--- config.mk ---
export PLATFORM = sky130hd
export DESIGN_NAME = stacker_game
export DESIGN_NICKNAME = d
export VERILOG_FILES = /design/src/rtl/stacker_game.sv
export SDC_FILE = /design/constraint.sdc
export NUM_CORES = 1
export LEC_CHECK = 0
export ABC_AREA = 1
export CAP_MARGIN = 10
export CORE_ASPECT_RATIO = 2
export CORE_UTILIZATION = 60
export DETAILED_ROUTE_END_ITERATION = 12
export HOLD_SLACK_MARGIN = 0.02
export PLACE_DENSITY = 0.89
export REMOVE_ABC_BUFFERS = 1
export SETUP_SLACK_MARGIN = 0.3
export SLEW_MARGIN = 20
export SYNTH_ARGS = -nofsm -noshare
export SYNTH_HDL_FRONTEND = slang
export SYNTH_SLANG_ARGS = --single-unit
--- constraint.sdc ---
create_clock -name clk -period 4.2 [get_ports clk]
set_input_delay 0.84 -clock clk [delete_from_list [all_inputs] [get_ports clk]]
set_output_delay 0.84 -clock clk [all_outputs]
set_load 0.05 [all_outputs]
--- src/rtl/stacker_game.sv ---
// ---------------------------------------------------------------------------
// stacker_game
//   Stacker game engine for an 8x8 LED matrix. Owns the frame, slides the
//   active block row left/right on a fixed tick, and locks it on a button
//   press. A lock trims the block to its overlap with the row below and
//   climbs one level. Zero overlap ends the game (OVER). A successful lock
//   on the top row wins (WIN). Any press in OVER/WIN restarts the game.
//
//   Optional build macro: SPEEDUP_EN
//     When defined, the tick period shrinks by SPEED_STEP per level, and is
//     never shorter than 2 cycles.
//
// Ports
//   clk        in   1  system clock, rising edge
//   reset      in   1  asynchronous reset, active low
//   btn        in   1  raw push-button, active high, asynchronous
//   row0..row7 out  8  frame rows, 1 = LED on, row0 = bottom, bit0 = right
//   level      out  3  index of the row currently moving
//   game_over  out  1  high while in OVER
//   game_win   out  1  high while in WIN
// ---------------------------------------------------------------------------
// state  | meaning
// S_PLAY | active row bounces, press locks it
// S_OVER | frozen after a zero-overlap lock, press restarts
// S_WIN  | frozen after locking the top row, press restarts
// ---------------------------------------------------------------------------
module stacker_game #(
    parameter int TICK_DIV    = 5_000_000,
    parameter int START_WIDTH = 3,
    parameter int SPEED_STEP  = 500_000
) (
    input  logic       clk,
    input  logic       reset,
    input  logic       btn,
    output logic [7:0] row0,
    output logic [7:0] row1,
    output logic [7:0] row2,
    output logic [7:0] row3,
    output logic [7:0] row4,
    output logic [7:0] row5,
    output logic [7:0] row6,
    output logic [7:0] row7,
    output logic [2:0] level,
    output logic       game_over,
    output logic       game_win
);

    localparam int         CNT_W     = $clog2(TICK_DIV);
    localparam logic [7:0] START_ROW = 8'((16'd1 << START_WIDTH) - 16'd1);

    typedef enum logic [1:0] {
        S_PLAY = 2'd0,
        S_OVER = 2'd1,
        S_WIN  = 2'd2
    } state_t;

    state_t           state_q;
    logic [7:0]       rows_q [8];
    logic [2:0]       level_q;
    logic             dir_left_q;
    logic [CNT_W-1:0] tick_q;
    logic             btn_s1_q;
    logic             btn_s2_q;
    logic             btn_dly_q;
    logic             game_over_q;
    logic             game_win_q;

    logic             press;
    logic             tick_wrap;
    logic [7:0]       active;
    logic [7:0]       below;
    logic [7:0]       lock_row;
    logic [7:0]       step_row_d;
    logic             step_dir_left_d;

    // Rising edge of the synchronized button; a held button gives one pulse.
    assign press = btn_s2_q & ~btn_dly_q;

    always_comb begin
        active          = rows_q[level_q];
        // The bottom row has nothing beneath it, so it locks untrimmed.
        below           = (level_q == 3'd0) ? 8'hFF : rows_q[level_q - 3'd1];
        lock_row        = active & below;
        step_row_d      = active;
        step_dir_left_d = dir_left_q;
        if (active == 8'hFF) begin
            // Full-width block cannot move; only the direction flips.
            step_dir_left_d = ~dir_left_q;
        end else if (dir_left_q) begin
            if (active[7]) begin
                step_dir_left_d = 1'b0;
                step_row_d      = active >> 1;
            end else begin
                step_row_d      = active << 1;
            end
        end else begin
            if (active[0]) begin
                step_dir_left_d = 1'b1;
                step_row_d      = active << 1;
            end else begin
                step_row_d      = active >> 1;
            end
        end
    end

`ifdef SPEEDUP_EN
    logic [31:0] speed_dec;
    logic [31:0] period;

    always_comb begin
        speed_dec = 32'(level_q) * 32'(SPEED_STEP);
        if (speed_dec + 32'd2 > 32'(TICK_DIV)) begin
            period = 32'd2;
        end else begin
            period = 32'(TICK_DIV) - speed_dec;
        end
    end

    // >= rather than == so a shorter period never lets the count run past it.
    assign tick_wrap = (32'(tick_q) >= period - 32'd1);
`else
    logic unused_speed_step;
    assign unused_speed_step = ^SPEED_STEP;
    assign tick_wrap         = (tick_q == CNT_W'(TICK_DIV - 1));
`endif

    always_ff @(posedge clk or negedge reset) begin
        if (!reset) begin
            state_q     <= S_PLAY;
            level_q     <= 3'd0;
            dir_left_q  <= 1'b1;
            tick_q      <= '0;
            btn_s1_q    <= 1'b0;
            btn_s2_q    <= 1'b0;
            btn_dly_q   <= 1'b0;
            game_over_q <= 1'b0;
            game_win_q  <= 1'b0;
            rows_q[0]   <= START_ROW;
            for (int i = 1; i < 8; i++) begin
                rows_q[i] <= 8'h00;
            end
        end else begin
            btn_s1_q  <= btn;
            btn_s2_q  <= btn_s1_q;
            btn_dly_q <= btn_s2_q;
            case (state_q)
                S_PLAY: begin
                    if (press) begin
                        // A press wins over a coincident step: lock the pre-step row.
                        tick_q           <= '0;
                        rows_q[level_q]  <= lock_row;
                        if (lock_row == 8'h00) begin
                            state_q     <= S_OVER;
                            game_over_q <= 1'b1;
                        end else if (level_q == 3'd7) begin
                            state_q    <= S_WIN;
                            game_win_q <= 1'b1;
                        end else begin
                            level_q                 <= level_q + 3'd1;
                            rows_q[level_q + 3'd1]  <= lock_row;
                        end
                    end else if (tick_wrap) begin
                        tick_q          <= '0;
                        rows_q[level_q] <= step_row_d;
                        dir_left_q      <= step_dir_left_d;
                    end else begin
                        tick_q <= tick_q + CNT_W'(1);
                    end
                end
                default: begin
                    // OVER, WIN (and any stray encoding): frame frozen until a press.
                    // Synchronizer flops keep running so a held button is not re-seen.
                    tick_q <= '0;
                    if (press) begin
                        state_q     <= S_PLAY;
                        level_q     <= 3'd0;
                        dir_left_q  <= 1'b1;
                        game_over_q <= 1'b0;
                        game_win_q  <= 1'b0;
                        rows_q[0]   <= START_ROW;
                        for (int i = 1; i < 8; i++) begin
                            rows_q[i] <= 8'h00;
                        end
                    end
                end
            endcase
        end
    end

    assign row0      = rows_q[0];
    assign row1      = rows_q[1];
    assign row2      = rows_q[2];
    assign row3      = rows_q[3];
    assign row4      = rows_q[4];
    assign row5      = rows_q[5];
    assign row6      = rows_q[6];
    assign row7      = rows_q[7];
    assign level     = level_q;
    assign game_over = game_over_q;
    assign game_win  = game_win_q;

endmodule
== Word level (Yosys, flattened, before mapping) ==
Cells that the tools add are included.

* Muxes and demuxes: 53
* Add/sub/neg operators: 3
* Equal/unequal tests: 9
* Order comparisons: 5
* Bitwise logic cells: 7
* Reduce and logical (&&, ||, !) cells: 13

{| class="wikitable"
|+ Operators by type and width
! kind !! number
|-
| 64-bit 2-to-1 mux || 6
|-
| 64-bit bitwise mux || 3
|-
| 8-bit 2-to-1 mux || 11
|-
| 23-bit 2-to-1 mux || 3
|-
| 8-bit binary-select mux with 3-bit select || 2
|-
| 8-bit demux with 3-bit select || 2
|-
| 23-bit by 1-bit adder with 23-bit output, second input constant || 1
|-
| 23-bit equality test, second input constant || 1
|-
| 1-bit 2-to-1 mux || 16
|-
| 3-bit 2-to-1 mux || 5
|-
| 4-bit greater-or-equal comparator, second input constant || 3
|-
| 3-bit NOT with 4-bit output || 3
|-
| 2-bit 2-to-1 mux || 5
|-
| 2-bit != test, second input constant || 5
|-
| 3-bit AND reduction || 3
|-
| 8-bit AND || 1
|-
| 8-bit equality test, second input constant || 1
|-
| 8-bit logical NOT || 1
|-
| 4-bit by 1-bit less-than comparator with 1-bit output, second input constant || 2
|-
| 2-bit AND reduction || 3
|-
| 2-bit nonzero test || 2
|-
| 3-bit by 1-bit adder with 3-bit output, second input constant || 1
|-
| 3-bit equality test, second input constant || 1
|-
| 3-bit logical NOT || 1
|-
| other kinds (6) || 8
|}

* Bits of input ports: 3
* Word-level logic and storage cells: 107
* Bits in registers: 98
* Output and inout bits: 69

== Logic depth before layout (Yosys ltp) ==
Gate-level depths: netlist (run 1).

* Word-level depth: 13
* Gate-level depth with buffers: 23
* Gate-level depth less buffers: 19

== Least setup slack after synthesis (run 1) ==
OpenSTA, ideal clock, no wires.

* Path type: register to register
* From: register level_q[0] (netlist: level[0])
* To: register rows_q, in the netlist row3[0]
* Setup time: 118 ps
* Required time: 4,082 ps
* Period minus slack after synthesis: 3,359 ps
* Buffers on the path: 6
* Stages on the path, launching flop included: 23
* Arrival: 3,241 ps
* Setup slack: 841 ps
* Path through: dfrtp_1 -> buf_4 -> inv_2 -> buf_6 -> buf_6 -> buf_4 -> ha_1 -> inv_1 -> clkbuf_1 -> nand3_1 -> nand3_1 -> nand3_1 -> nand2_1 -> nand2_1 -> nor2_1 -> nand2_4 -> nand2_8 -> inv_4 -> buf_6 -> nand2_1 -> nand3_1 -> nand2_1 -> nand2_1

* Cells in the longest elaborated chain, start to end: 13
* Elaborated cells between the ends (all ways): 39
* Classes of those cells: 2 x add/sub; 4 x order compare; 2 x eq/ne; 23 x mux; 4 x bitwise; 4 x reduce/logical

{| class="wikitable"
|+ RTL lines
! what !! RTL line !! source
|-
| from (decl) || 59 || <nowiki>logic [2:0] level_q;</nowiki>
|-
| from (signal assigned) || 159 || <nowiki>level_q <= level_q + 3'd1;</nowiki>
|-
| 3-bit by 1-bit subtractor with 3-bit output || 82 || <nowiki>below = (level_q == 3'd0) ? 8'hFF : rows_q[level_q - 3'd1];</nowiki>
|-
| 3-bit NOT with 4-bit output (not written as such) || 82 ||
|-
| 8-bit binary-select mux with 3-bit select || 82 ||
|-
| 8-bit 2-to-1 mux (not written as such) (2 in series) || 82 ||
|-
| 8-bit 2-to-1 mux || 82 ||
|-
| 8-bit AND || 83 || <nowiki>lock_row = active & below;</nowiki>
|-
| 64-bit bitwise mux || 151 || <nowiki>rows_q[level_q] <= lock_row;</nowiki>
|-
| 64-bit bitwise mux || 160 || <nowiki>rows_q[level_q + 3'd1] <= lock_row;</nowiki>
|-
| 64-bit 2-to-1 mux || 155 || <nowiki>end else if (level_q == 3'd7) begin</nowiki>
|-
| 64-bit 2-to-1 mux || 152 || <nowiki>if (lock_row == 8'h00) begin</nowiki>
|-
| 64-bit 2-to-1 mux (*) || 148 || <nowiki>if (press) begin</nowiki>
|-
| 64-bit 2-to-1 mux (*) || 146 || <nowiki>case (state_q)</nowiki>
|-
| to (signal, indexed assignment) || 151 ||
|-
| to (signal, indexed assignment) || 160 ||
|-
| to (signal, indexed assignment) || 164 || <nowiki>rows_q[level_q] <= step_row_d;</nowiki>
|-
| to (decl) || 58 || <nowiki>logic [7:0] rows_q [8];</nowiki>
|}

Every way passes the cells marked *; elsewhere a longest branch is shown, timed or not. The select of a mux whose other input is x is not followed.
A chain may end at the register's enable or synchronous reset.

== Worst setup path in the final report (run 1) ==
* From: register level_q[0] (netlist: level[0])
* To: register rows_q, in the netlist row2[5]

The elaborated chain is that of the path after synthesis.

==> results.py, run 1 <==
metrics = {
    "clock_tree": {
        "holdBufCountCts": 0,
        "htreeDepth": 3,
        "cts_sinks": 98,
        "cts-resized-gates": 0,
        "clockRootBuffer": "clkbuf_16",
        "clkTransAtPathRegs_ns": 0.07,
        "postCtsSetupBuffers": 0,
        "clockBufferDepth": 2,
        "cts_tree": "done",
        "insertion_delay_ns": 0.37,
        "cts_inserted_buffers": 9,
    },
    "yosys": {
        "ys_warn_count": 0,
        "ys.flop_type": "dfrtp_1",
        "synth_cell_types": 37,
        "avgSynthCellArea_sq_um": 5.52,
        "async_reset_ff_share_pct": 100,
        "syn-cell-area_sq_mm": 0.00925,
        "synth_area_leaders": "nand2_1 39%, dfrtp_1 25%, nand3_1 7.1%, a21oi_1 4.7%, o21ai_0 3.8%",
        "synth_seq_cells": 98,
        "synthCells": 1675,
        "yosys.area.top_type": "nand2_1",
        "yosys-top-cells-count": "969 x nand2_1, 132 x nand3_1, 94 x dfrtp_1",
        "yosys.area.top_type_share_pct": 39.3,
        "synth_edf_count": 0,
        "synth.most_common_cell": "nand2_1",
        "yosysSeqAreaShare_pct": 26.6,
    },
    "detailed_routing": {
        "first_iter_violations": 1236,
        "vias": 11600,
        "detail_route.wl_per_cell_microns": 19.0,
        "ant_nets": 0,
        "vias_per_cell": 6.05,
        "drt-total-wl_microns": 36200,
        "drc_errors": 0,
        "drtPass1Iterations": 7,
    },
    "global_routing": {
        "grt_pass1_vias": 10700,
        "globalRouteOverflowTotal": 0,
        "grt_use_total_pct": 46.7,
        "grt_max_degree": 83,
        "grt_pass1_wl_microns": 56600,
        "antenna_found_initial": 0,
    },
    "die": {
        "dieArea_sq_mm": 0.0160,
        "io-pin-count": 72,
        "rows": 63,
        "start_util_pct": 61.8,
        "fp.dieW_microns": 89.8,
        "coreArea_sq_mm": 0.0150,
        "die-height_microns": 178,
    },
    "timing": {
        "finalCriticalPeriod_ns": 3.52,
        "worst_pin_slew_ns": 1.05,
        "relSlewSlack_pct": 29.8,
        "layout_worst_path_cycle_share_pct": 83.9,
        "rsz0062_at_grt": "no",
        "setup_viol": 0,
        "finalSetupTns_ns": 0,
        "worst_clock_skew_ns": 0.00972,
        "max_freq_mhz": 284,
        "finalHoldViolations": 0,
        "slew_violations": 0,
    },
    "critical_path": {
        "required_ns": 4.46,
        "critPathMaxStageDelay_ns": 0.57,
        "path_delay_family": "simple AND/OR/NAND/NOR gates",
        "endpoint_kind": "flip-flop",
        "crit_buf_inv": 4,
        "crit_arrival_ns": 3.78,
        "setup.worst_path.class": "flip-flop to flip-flop",
        "cp_cell_sequence": "inv_2, ha_1, inv_1, buf_4, nand3_1, nand3_1, nand3_1, nand2_1, nand2_1, nor2_2, nand2_4, inv_2, nand2_1, nand2_1, nand2_1, nand2_1, nand2_1",
        "worstReg2RegStart": "level[0]",
        "r2r_setup_slack_ns": 0.68,
        "crit_path_start_kind": "flip-flop",
        "worstPathMaxFanout": 32,
        "r2r_cells": 17,
        "cp_slowest_cell": "inv_2",
        "cp_common_cell": "nand2_1",
        "rr_endpoint": "row2[5]",
    },
    "layout": {
        "final_core_util_pct": 69.2,
        "layout-drive-gt1-share_pct": 6.59,
        "antenna_cells": 0,
        "final_nets": 1720,
        "areaGrowthSynthToFinish_pct": 12.1,
    },
    "min_path": {
        "min_path_type": "flip-flop to flip-flop",
        "hold_path.startpoint": "btn_s1_q",
        "min_to": "btn_s2_q",
        "hold_depth": 0,
    },
    "flow_run": {
        "drv_cap": 0,
    },
    "place": {
        "hpwl_microns": 24500,
        "gp_congestion": 1.04,
        "io_buffers": 71,
    },
    "run_status": {
        "status": "finished clean",
    },
}
-- logic make-up after synthesis --
family                     synth area share (%)
buffers and inverters                      7.59
DFF                                        26.6
adders and majority gates                 0.946
xor gates and xnor gates                  0.757
and+or+nand+nor                            54.0
AOI/OAI and AO/OA                          10.1
-- placed cells by master, fill, tap and decap left out, drive strengths merged --
master	count
inv	69
dfrtp	94
o22ai	3
clkbuf	12
clkinv	4
clkinvlp	2
a22oi	2
or2	27
ha	7
nand4	10
nand2	975
a21oi	86
a21boi	3
nor3b	1
nand3	132
clkdlybuf4s50	70
a211oi	1
nor4	3
a31oi	2
nor2	51
o21ai	80
xor2	5
nor3	26
dfstp	4
buf	40
xnor2	3
o211ai	3
-- sequential cells by signal, summed over array words and instances, names as in the netlist --
| signal | cells |
|---|---|
| tick_q | 23 |
| row1 | 8 |
| level | 3 |
| btn_dly_q | 1 |
| row6 | 8 |
| row7 | 8 |
| row2 | 8 |
| row0 | 8 |
| dir_left_q | 1 |
| game_over | 1 |
| btn_s2_q | 1 |
| state_q | 2 |
| game_win | 1 |
| btn_s1_q | 1 |
| row3 | 8 |
| row5 | 8 |
| row4 | 8 |
-- how the worst max path moves through the flow --
stage             start      end  cells after the start
2_1_floorplan  btn_s2_q  row1[0]                     11
3_3_place_gp   level[0]  row2[0]                     17
3_5_place_dp   level[0]  row6[6]                     17
4_1_cts        level[0]  row4[5]                     17
5_1_grt        level[0]  row2[5]                     17
6_report       level[0]  row2[5]                     17
-- metrics by stage --
stage | instance area [sq um] | cells | hold WS [ns] | setup WS, ns
finish | 10400 | 1910 | 0.368 | 0.676
global route | 10400 | 1910 | 0.371 | 0.483
CTS | 10400 | 1910 | 0.371 | 0.815
detailed placement | 10100 | 1894 | 0.347 | 0.834
global placement | 10100 | 1894 | 0.348 | 0.866
floorplan | 8820 | 1589 | 0.331 | -1.71
-- routing by layer --
layer  wire length [microns]  GRT usage [%]  share of wire (%)  up-vias
met5                       0              0                  0        -
met4                    4120           45.6                 11        0
met3                    3990           10.5                 11      292
met2                   16500           75.1                 45      803
met1                   11700           49.9                 32     5100
li1                        -              -                  -     5355
-- area by class of cell --
type,count,area [sq um]
clock buffers,12,267
clock inverters,4,25.0
fillers,1417,4610
inverters,71,269
multi-input cells,1420,6100
flip-flops and latches,98,2460
well taps,195,244
repair buffers,110,1000
Power of run 1 is left out: the tool's default activity adds up to more than one toggle a clock period on the data nets, which glitch-free logic cannot reach.
==> inputs of run 2 (changes only) <==
==> constraint.sdc (replaced) <==
create_clock -name clk -period 3.3 [get_ports clk]
set_input_delay 0.66 -clock clk [delete_from_list [all_inputs] [get_ports clk]]
set_output_delay 0.66 -clock clk [all_outputs]
set_load 0.05 [all_outputs]
==> run 2 against run 1 <==
Effect of this change: die area unchanged; via count up 0.45%; final cell count up 1.3%; count of clock-buffer cells in the layout up 2; wire length up 2.1%; first-iteration DRC count up 12%; sequential cell count unchanged; design area up 3.2%; clock skew down 0.0028 ns; largest cell class unchanged.
==> results.py, run 2 (same netlist as run 1, synthesis figures left out) <==
metrics = {
    "critical_path": {
        "crit_arrival_ns": 3.13,
        "worstReg2RegStart": "level[0]",
        "worstPathMaxFanout": 26,
        "crit_start": "level[0]",
        "endpoint_kind": "flip-flop",
        "required_ns": 3.55,
        "crit_path_start_kind": "flip-flop",
        "r2r_setup_slack_ns": 0.42,
        "r2r_cells": 18,
        "setup.worst_path.class": "flip-flop to flip-flop",
        "rr_endpoint": "row4[6]",
        "endpoint": "row4[6]",
    },
    "detailed_routing": {
        "drt-total-wl_microns": 37000,
        "ant_nets": 0,
        "drtPass1Iterations": 8,
        "detail_route.wl_per_cell_microns": 19.1,
        "drc_errors": 0,
        "first_iter_violations": 1388,
        "vias_per_cell": 6.00,
        "vias": 11600,
    },
    "flow_run": {
        "drv_cap": 0,
    },
    "clock_tree": {
        "cts_inserted_buffers": 9,
        "clockBufferDepth": 2,
        "cts_tree": "done",
        "htreeDepth": 3,
        "clkTransAtPathRegs_ns": 0.07,
        "insertion_delay_ns": 0.36,
        "cts_sinks": 98,
        "holdBufCountCts": 0,
        "clockRootBuffer": "clkbuf_16",
    },
    "global_routing": {
        "met3_usage_pct": 9.98,
        "use_met1_pct": 50.9,
        "antenna_found_initial": 0,
        "grt_pass1_vias": 10700,
        "met2_usage_pct": 75.2,
        "grt_use_total_pct": 46.8,
        "grt_max_degree": 82,
        "busiest_layer": "met2",
        "globalRouteOverflowTotal": 0,
        "grt_pass1_wl_microns": 56600,
    },
    "run_status": {
        "status": "finished clean",
    },
    "timing": {
        "slew_violations": 0,
        "layout_worst_path_cycle_share_pct": 87.2,
        "relSlewSlack_pct": 35.5,
        "worst_pin_slew_ns": 0.967,
        "max_freq_mhz": 347,
        "setup_viol": 0,
        "finalSetupTns_ns": 0,
        "worst_clock_skew_ns": 0.00692,
        "finalHoldViolations": 0,
        "rsz0062_at_grt": "yes",
        "finalCriticalPeriod_ns": 2.88,
    },
    "die": {
        "io-pin-count": 72,
        "fp.dieW_microns": 89.8,
        "rows": 63,
        "dieArea_sq_mm": 0.0160,
        "coreArea_sq_mm": 0.0150,
        "start_util_pct": 61.8,
        "die-height_microns": 178,
    },
    "place": {
        "hpwl_microns": 24300,
        "gp_congestion": 1.05,
        "io_buffers": 71,
        "dp.cells": 1906,
    },
    "min_path": {
        "hold_depth": 0,
        "min_path_type": "flip-flop to flip-flop",
        "hold_path.startpoint": "btn_s1_q",
    },
    "layout": {
        "final_common_cell": "nand2_1",
        "fillCellCount": 1337,
        "largest_register_ffs": 23,
        "antenna_cells": 0,
        "final_core_util_pct": 71.5,
        "areaGrowthSynthToFinish_pct": 15.7,
        "final_nets": 1745,
        "final_cells": 1935,
        "layout-drive-gt1-share_pct": 8.16,
        "regMostFlops": "tick_q",
        "final_cell_mix": "967 x nand2_1, 132 x nand3_1, 93 x dfrtp_1",
    },
}
run 2: cell types whose count changed in the layout (fill, tap and decap cells not counted), sizes merged:
cell | before | now
nand2 | 975 | 976
buf | 40 | 61
bufinv | 0 | 2
clkinv | 4 | 1
clkbuf | 12 | 16
run 2: area by class of cell:
cell class | count | area, sq um | share of cell area [%]
multi-input cells | 1421 | 6150 | 57.4
clock inverters | 2 | 60.1 | 0.561
repair inverters | 1 | 5.00 | 0.0468
repair buffers | 133 | 1250 | 11.7
clock buffers | 14 | 254 | 2.37
flip-flops and latches | 98 | 2460 | 23.0
inverters | 71 | 280 | 2.62
well taps | 195 | 244 | 2.28
run 2: critical path, cell delays in order, from the launching register on:
cell and delay (ns):
dfrtp_2 0.44, inv_4 0.11, ha_2 0.34, inv_1 0.13
buf_6 0.17, nand3_1 0.14, nand3_1 0.11, nand3_1 0.09
nand2_2 0.08, nand2_1 0.06, nor2_2 0.17, nand2_4 0.17
inv_6 0.13, buf_12 0.20, nand2_1 0.07, nand2_1 0.07
nand2_1 0.06, nand2_1 0.12, nand2_1 0.07
run 2: how the worst min path moves through the flow:
| stage | end | slack (ns) |
|---|---|---|
| after detailed placement | btn_s2_q | 0.36 |
| after floorplan | btn_s2_q | 0.33 |
| after CTS | btn_s2_q | 0.38 |
| final | btn_s2_q | 0.37 |
| after global routing | btn_s2_q | 0.38 |
| after global placement | btn_s2_q | 0.35 |
run 2: through the flow:
stage | hold WS, ns | worst slack (ns) | instance area (sq um)
2_1_floorplan | 0.331 | -2.61 | 8820
3_3_place_gp | 0.347 | 0.303 | 10200
3_5_place_dp | 0.356 | 0.295 | 10200
4_1_cts | 0.379 | 0.320 | 10500
5_1_grt | 0.380 | 0.296 | 10700
6_report | 0.370 | 0.422 | 10700
run 2: layer usage:
metal | wire length, microns | share of wire, % | up-vias
met5 | 0 | 0 | -
met4 | 4200 | 11 | 0
met3 | 4160 | 11 | 289
met2 | 16700 | 45 | 839
met1 | 12000 | 32 | 5055
li1 | - | - | 5419
run 2: timing repair:
action	in CTS	in global routing
endpoints found under the setup margin	1	66
buffers inserted	0	10
pin swaps	0	3
resized for setup	1	15
endpoints found under the hold margin	0	0
cloned	0	3
Power of run 2 is left out for the same reason.
